File: src/rtl/muldiv_ctrl.sv
// Purpose : multi-cycle MULT/MULTU/DIV/DIVU sequencer for the execute stage, HI/LO result.
// Latency : multiply writes 2 cycles after issue, divide 33, divide-by-zero 1.
// Backpress: stall_o holds the pipeline while busy; stall_ext_i defers the single HILO write.
//
// Ports:
//   clk, rst          - clock, synchronous active-high reset
//   start_i           - EX instruction is mul/div (stays high until EX advances)
//   op_i[1:0]         - 00 MULT, 01 MULTU, 10 DIV, 11 DIVU
//   srca_i, srcb_i    - rs (dividend/multiplicand), rt (divisor/multiplier)
//   flush_i           - EX squash, aborts any operation in flight
//   stall_ext_i       - pipeline held by another hazard; delays the write
//   stall_o           - stall request to the hazard unit
//   hilo_we_o[1:0]    - {HI we, LO we}, 2'b11 for exactly one cycle per result
//   hi_o, lo_o        - upper product / remainder, lower product / quotient
module muldiv_ctrl (
  input  logic        clk,
  input  logic        rst,
  input  logic        start_i,
  input  logic [1:0]  op_i,
  input  logic [31:0] srca_i,
  input  logic [31:0] srcb_i,
  input  logic        flush_i,
  input  logic        stall_ext_i,
  output logic        stall_o,
  output logic [1:0]  hilo_we_o,
  output logic [31:0] hi_o,
  output logic [31:0] lo_o
);

  typedef enum logic [1:0] {
    S_IDLE = 2'd0,
    S_MUL  = 2'd1,
    S_DIV  = 2'd2,
    S_DONE = 2'd3
  } state_t;

  state_t      state_q;
  logic        op_unsigned_q;   // op[0] of the latched instruction
  logic [31:0] a_q;
  logic [31:0] b_q;
  logic [31:0] rem_q;
  logic [31:0] quo_q;           // holds the dividend magnitude, shifted out as quotient shifts in
  logic [31:0] dvsr_q;
  logic        qneg_q;
  logic        rneg_q;
  logic [5:0]  cnt_q;
  logic [31:0] hi_q;
  logic [31:0] lo_q;

  logic        accept;
  logic        div_signed;
  logic [31:0] mag_a;
  logic [31:0] mag_b;
  logic [63:0] ext_a;
  logic [63:0] ext_b;
  logic [63:0] prod;
  logic [32:0] shift_rem;
  logic [32:0] trial;
  logic [31:0] rem_d;
  logic [31:0] quo_d;

  // A start with flush in the same cycle is a squashed instruction: ignore it.
  assign accept = (state_q == S_IDLE) & start_i & ~flush_i;

  // Divide operand magnitudes are taken at issue, straight from the source operands.
  assign div_signed = ~op_i[0];
  assign mag_a = (div_signed & srca_i[31]) ? (~srca_i + 32'd1) : srca_i;
  assign mag_b = (div_signed & srcb_i[31]) ? (~srcb_i + 32'd1) : srcb_i;

  // Extending both operands to 64 bits makes one unsigned multiplier serve
  // both MULT and MULTU: the low 64 bits of the product are the same.
  assign ext_a = op_unsigned_q ? {32'd0, a_q} : {{32{a_q[31]}}, a_q};
  assign ext_b = op_unsigned_q ? {32'd0, b_q} : {{32{b_q[31]}}, b_q};
  assign prod  = ext_a * ext_b;

  // One restoring step. The shifted remainder needs 33 bits because the
  // divisor magnitude can be as large as 2^32-1; since rem < divisor before
  // the shift, a non-negative difference always fits in 32 bits, so bit 32
  // of the trial is a clean borrow flag.
  assign shift_rem = {rem_q, quo_q[31]};
  assign trial     = shift_rem - {1'b0, dvsr_q};

  always_comb begin
    rem_d = shift_rem[31:0];
    quo_d = {quo_q[30:0], 1'b0};
    if (!trial[32]) begin
      rem_d = trial[31:0];
      quo_d = {quo_q[30:0], 1'b1};
    end
  end

  always_ff @(posedge clk) begin
    if (rst) begin
      state_q       <= S_IDLE;
      op_unsigned_q <= 1'b0;
      a_q           <= 32'd0;
      b_q           <= 32'd0;
      rem_q         <= 32'd0;
      quo_q         <= 32'd0;
      dvsr_q        <= 32'd0;
      qneg_q        <= 1'b0;
      rneg_q        <= 1'b0;
      cnt_q         <= 6'd0;
      hi_q          <= 32'd0;
      lo_q          <= 32'd0;
    end else begin
      case (state_q)
        S_IDLE: begin
          if (accept) begin
            op_unsigned_q <= op_i[0];
            a_q           <= srca_i;
            b_q           <= srcb_i;
            if (!op_i[1]) begin
              state_q <= S_MUL;
            end else if (srcb_i == 32'd0) begin
              // Divide by zero: fixed all-ones quotient, dividend as remainder.
              hi_q    <= srca_i;
              lo_q    <= 32'hFFFF_FFFF;
              state_q <= S_DONE;
            end else begin
              rem_q   <= 32'd0;
              quo_q   <= mag_a;
              dvsr_q  <= mag_b;
              qneg_q  <= div_signed & (srca_i[31] ^ srcb_i[31]);
              rneg_q  <= div_signed & srca_i[31];
              cnt_q   <= 6'd0;
              state_q <= S_DIV;
            end
          end
        end

        S_MUL: begin
          if (flush_i) begin
            state_q <= S_IDLE;
          end else begin
            hi_q    <= prod[63:32];
            lo_q    <= prod[31:0];
            state_q <= S_DONE;
          end
        end

        S_DIV: begin
          if (flush_i) begin
            state_q <= S_IDLE;
          end else begin
            rem_q <= rem_d;
            quo_q <= quo_d;
            cnt_q <= cnt_q + 6'd1;
            if (cnt_q == 6'd31) begin
              // Sign fixup on the final step's results. 0x80000000 / -1 falls
              // out naturally: magnitude quotient 0x80000000, qneg clear.
              hi_q    <= rneg_q ? (~rem_d + 32'd1) : rem_d;
              lo_q    <= qneg_q ? (~quo_d + 32'd1) : quo_d;
              state_q <= S_DONE;
            end
          end
        end

        S_DONE: begin
          // start_i is still high here (same instruction in EX) and must not
          // restart; leaving only happens on the write or a flush.
          if (flush_i || !stall_ext_i) begin
            state_q <= S_IDLE;
          end
        end

        default: state_q <= S_IDLE;
      endcase
    end
  end

  assign stall_o   = ~rst & (accept | (state_q == S_MUL) | (state_q == S_DIV));
  assign hilo_we_o = {2{~rst & (state_q == S_DONE) & ~stall_ext_i & ~flush_i}};
  assign hi_o      = hi_q;
  assign lo_o      = lo_q;

endmodule

File: config.mk
export PLATFORM = sky130hd
export DESIGN_NAME = muldiv_ctrl
export DESIGN_NICKNAME = d
export VERILOG_FILES = /design/src/rtl/muldiv_ctrl.sv
export SDC_FILE = /design/constraint.sdc
export NUM_CORES = 2
export LEC_CHECK = 0
export CORE_MARGIN = 1.5
export CORE_UTILIZATION = 55
export DETAILED_ROUTE_END_ITERATION = 7
export GPL_ROUTABILITY_DRIVEN = 0
export PLACE_DENSITY = 0.72
export SLEW_MARGIN = 20
export SYNTH_ARGS = -nofsm -noshare
export SYNTH_HDL_FRONTEND = slang
export SYNTH_SLANG_ARGS = --single-unit
File: constraint.sdc
create_clock -name clk -period 11.4 [get_ports clk]
set_input_delay 1.14 -clock clk [delete_from_list [all_inputs] [get_ports clk]]
set_output_delay 1.14 -clock clk [all_outputs]
set_load 0.01 [all_outputs]
==> impl_results.md <==
* Status: completed
* Ports at 138
* Slowest CP cell: fa_1
* Drt first pass iters at 8
* Req. time, crit path at 11.84 ns
* Syn nets at 8929
* Chip width at 340 um
* Total grt overflow at 0
* Post-route DRC at 0
* Average size of a mapped cell at 8.80 um2
* Syn Inst Count at 7087
* Pleak at 32.7 nW
* Crit path kind: flip-flop to flip-flop
* End point of the critical path: hi_o[28]
* Drt initial violations at 4708
* Core ar. at 112000 um2
* Pre-CTS setup slack at 1.09 ns
* Critical Path Start Type: flip-flop
* Die Y at 340 um
* Relative slew slack at 22.6%
* Fin. max-slew vios at 0
* Commonest non-fill, non-tap cell in the layout: inv_1
* Post-Place Cell Area at 65100 um2
* CTS clk-pin slew, worst paths at 0.07 ns
* Seq/Total Area, Yosys at 7.54%
* Finished Layout Cells at 8516
* Final instance area at 66100 um2
* Reg2Reg Setup Slack at 0.93 ns
* Worst path arrival time at 10.91 ns
* Syn Std Cell Area at 62400 um2
* Die ar. at 115000 um2
* Setup Skew at 0.0306 ns
* NumNets Final at 8832
* CTS tree: yes
* Total Wirelength at 184000 um
* Seq cells post-synth at 235
* CP peak stage delay at 0.72 ns
* Number of CTS-inserted buffers at 27
* Worst-margin pin slew at 1.16 ns
* Synth area leader: fa_1
* Crit Reg-Reg Startpoint: op_unsigned_q
* Root buffer cell: clkbuf_16
* Number of H-tree levels at 1
* Starting Density at 55.4%
* IO Port Bufs at 137
* Synth Flop Type: dfxtp_1
* Largest cells by area after synthesis: fa_1 46%, inv_1 9.5%, dfxtp_1 7.5%
* Number of vias per cell at 5.75
* CTS resizes at 0
* Most frequent cells in the layout: 1586 x inv_1, 1420 x fa_1, 872 x nand2_1
* Antenna violations before repair at 6
* Finish-stage setup viols at 0
* Unique masters post-synth at 86
* VDD IR-drop max at 0.175 mV
* Hold violation count in the final report at 0
* Crit. End Element: flip-flop
* Share of cells above drive strength 1 at 3.11%
* DR vias at 48958
* Total GRT Usage at 32.8%
* Clk buf depth at 3
* First-pass GRT wire length at 292000 um
* Asr flop ratio synth at 0%
* Pwr dens at 96.7 nW/um2
* Core Rows at 123
* Reg2reg end: hi_o[28]
* Final Worst Setup Slack at 0.927 ns
* Setup TNS at 0 ns
* Fmax achieved at 0.0955 GHz
* Clock sinks at 235
* Vias in the first global route at 50938
* HPWL Detailed at 150000 um
* Number of max-cap violations at 0
* Unrepaired setup endpoints after global routing: no
* Post-synth EDFFs at 0
* WL per Instance at 21.7 um
* Hold Crit Class: flip-flop to flip-flop
* Clock Latency Late Sink at 0.61 ns
* Antenna Nets Post-Route at 0
* Hold buffers post-CTS at 0
* Area growth syn-to-layout at 5.94%
* Synth warn at 0
* R2R depth at 32
* Largest net degree at the start of global routing at 86
* Crit path from: op_unsigned_q
* Post-Place Cells at 8461
* Critical path peak fanout at 22
* Total power at 0.00639 W
* Post-route clock period utilization at 91.9%
* Share of the synthesized area in the top cell type at 45.6%
* Setup Buffers After CTS at 0
* Crit-path most repeated cell: fa_1
* Tmin final at 10.47 ns
## worst min-delay path by stage
stage | slack (ns) | end | depth (start not counted) | startpoint
finish | 0.46 | dvsr_q[21] | 2 | dvsr_q[21]
global route | 0.47 | b_q[9] | 2 | b_q[9]
CTS | 0.46 | dvsr_q[21] | 2 | dvsr_q[21]
detailed placement | 0.45 | b_q[9] | 2 | b_q[9]
global placement | 0.44 | dvsr_q[21] | 2 | dvsr_q[21]
floorplan | 0.43 | dvsr_q[21] | 2 | dvsr_q[21]
## final cells by class
class	instances	area (um2)
multi-input combinational	4890	50300
fill	9891	46400
inverter	1589	5960
sequential	235	4710
timing repair buffer	247	2220
tap	1500	1880
clock buffer	36	759
clock inverter	13	194
antenna	6	15.0
## cell usage after synthesis, types with 37 or more instances
master	n
a221oi_1	37
and2_1	597
inv_1	1586
nor2_1	257
xnor2_1	168
a21o_1	54
nor3_1	65
nand3_1	41
nand2_1	874
xor2_1	78
a211oi_1	46
clkbuf_1	337
dfxtp_1	235
ha_1	351
a21oi_1	272
o21ai_0	182
fa_1	1420
## through the flow
stage	hold WS (ns)	utilization (%)
floorplan	0.432	-
global placement	0.440	57.9
detailed placement	0.449	57.9
CTS	0.457	58.7
global route	0.470	58.7
finish	0.459	58.7
## layer usage
layer / wire length, um / share of wire, % / global-route usage [%]
met5: 23 / 0.012 / 0
met4: 11400 / 6.2 / 16.4
met3: 16600 / 9.0 / 5.37
met2: 85800 / 47 / 52.5
met1: 70600 / 38 / 43.3
## report_power, final
group          total, W  internal (W)  switching (W)
clock          0.000973      0.000562       0.000411
sequential      0.00120      0.000965       0.000231
combinational   0.00422       0.00146        0.00276
total           0.00639       0.00299        0.00340
## registers in the layout, indices dropped and copies added, names as in the netlist
register / flops
a_q: 32
state_q: 2
cnt_q: 6
rem_q: 32
qneg_q: 1
rneg_q: 1
lo_o: 32
quo_q: 32
op_unsigned_q: 1
hi_o: 32
b_q: 32
dvsr_q: 32
## critical path, delay by kind of cell, from the launching register on
family          cells  cell delay (ns)
buf+inv             6             0.70
simple gates        6             1.28
compound gates      7             1.90
mux                 2             0.38
flops               1             0.43
fa+ha+maj          11             5.60
## logic make-up after synthesis
family,after synthesis,share of synthesized area [%]
fa+ha+maj,1775,52.7
compound gates,806,8.17
flops,235,7.54
mux,19,0.317
xor+xnor,246,3.45
simple gates,2044,16.0
buf+inv,1962,11.8
Power figures use the tool's default switching activity.
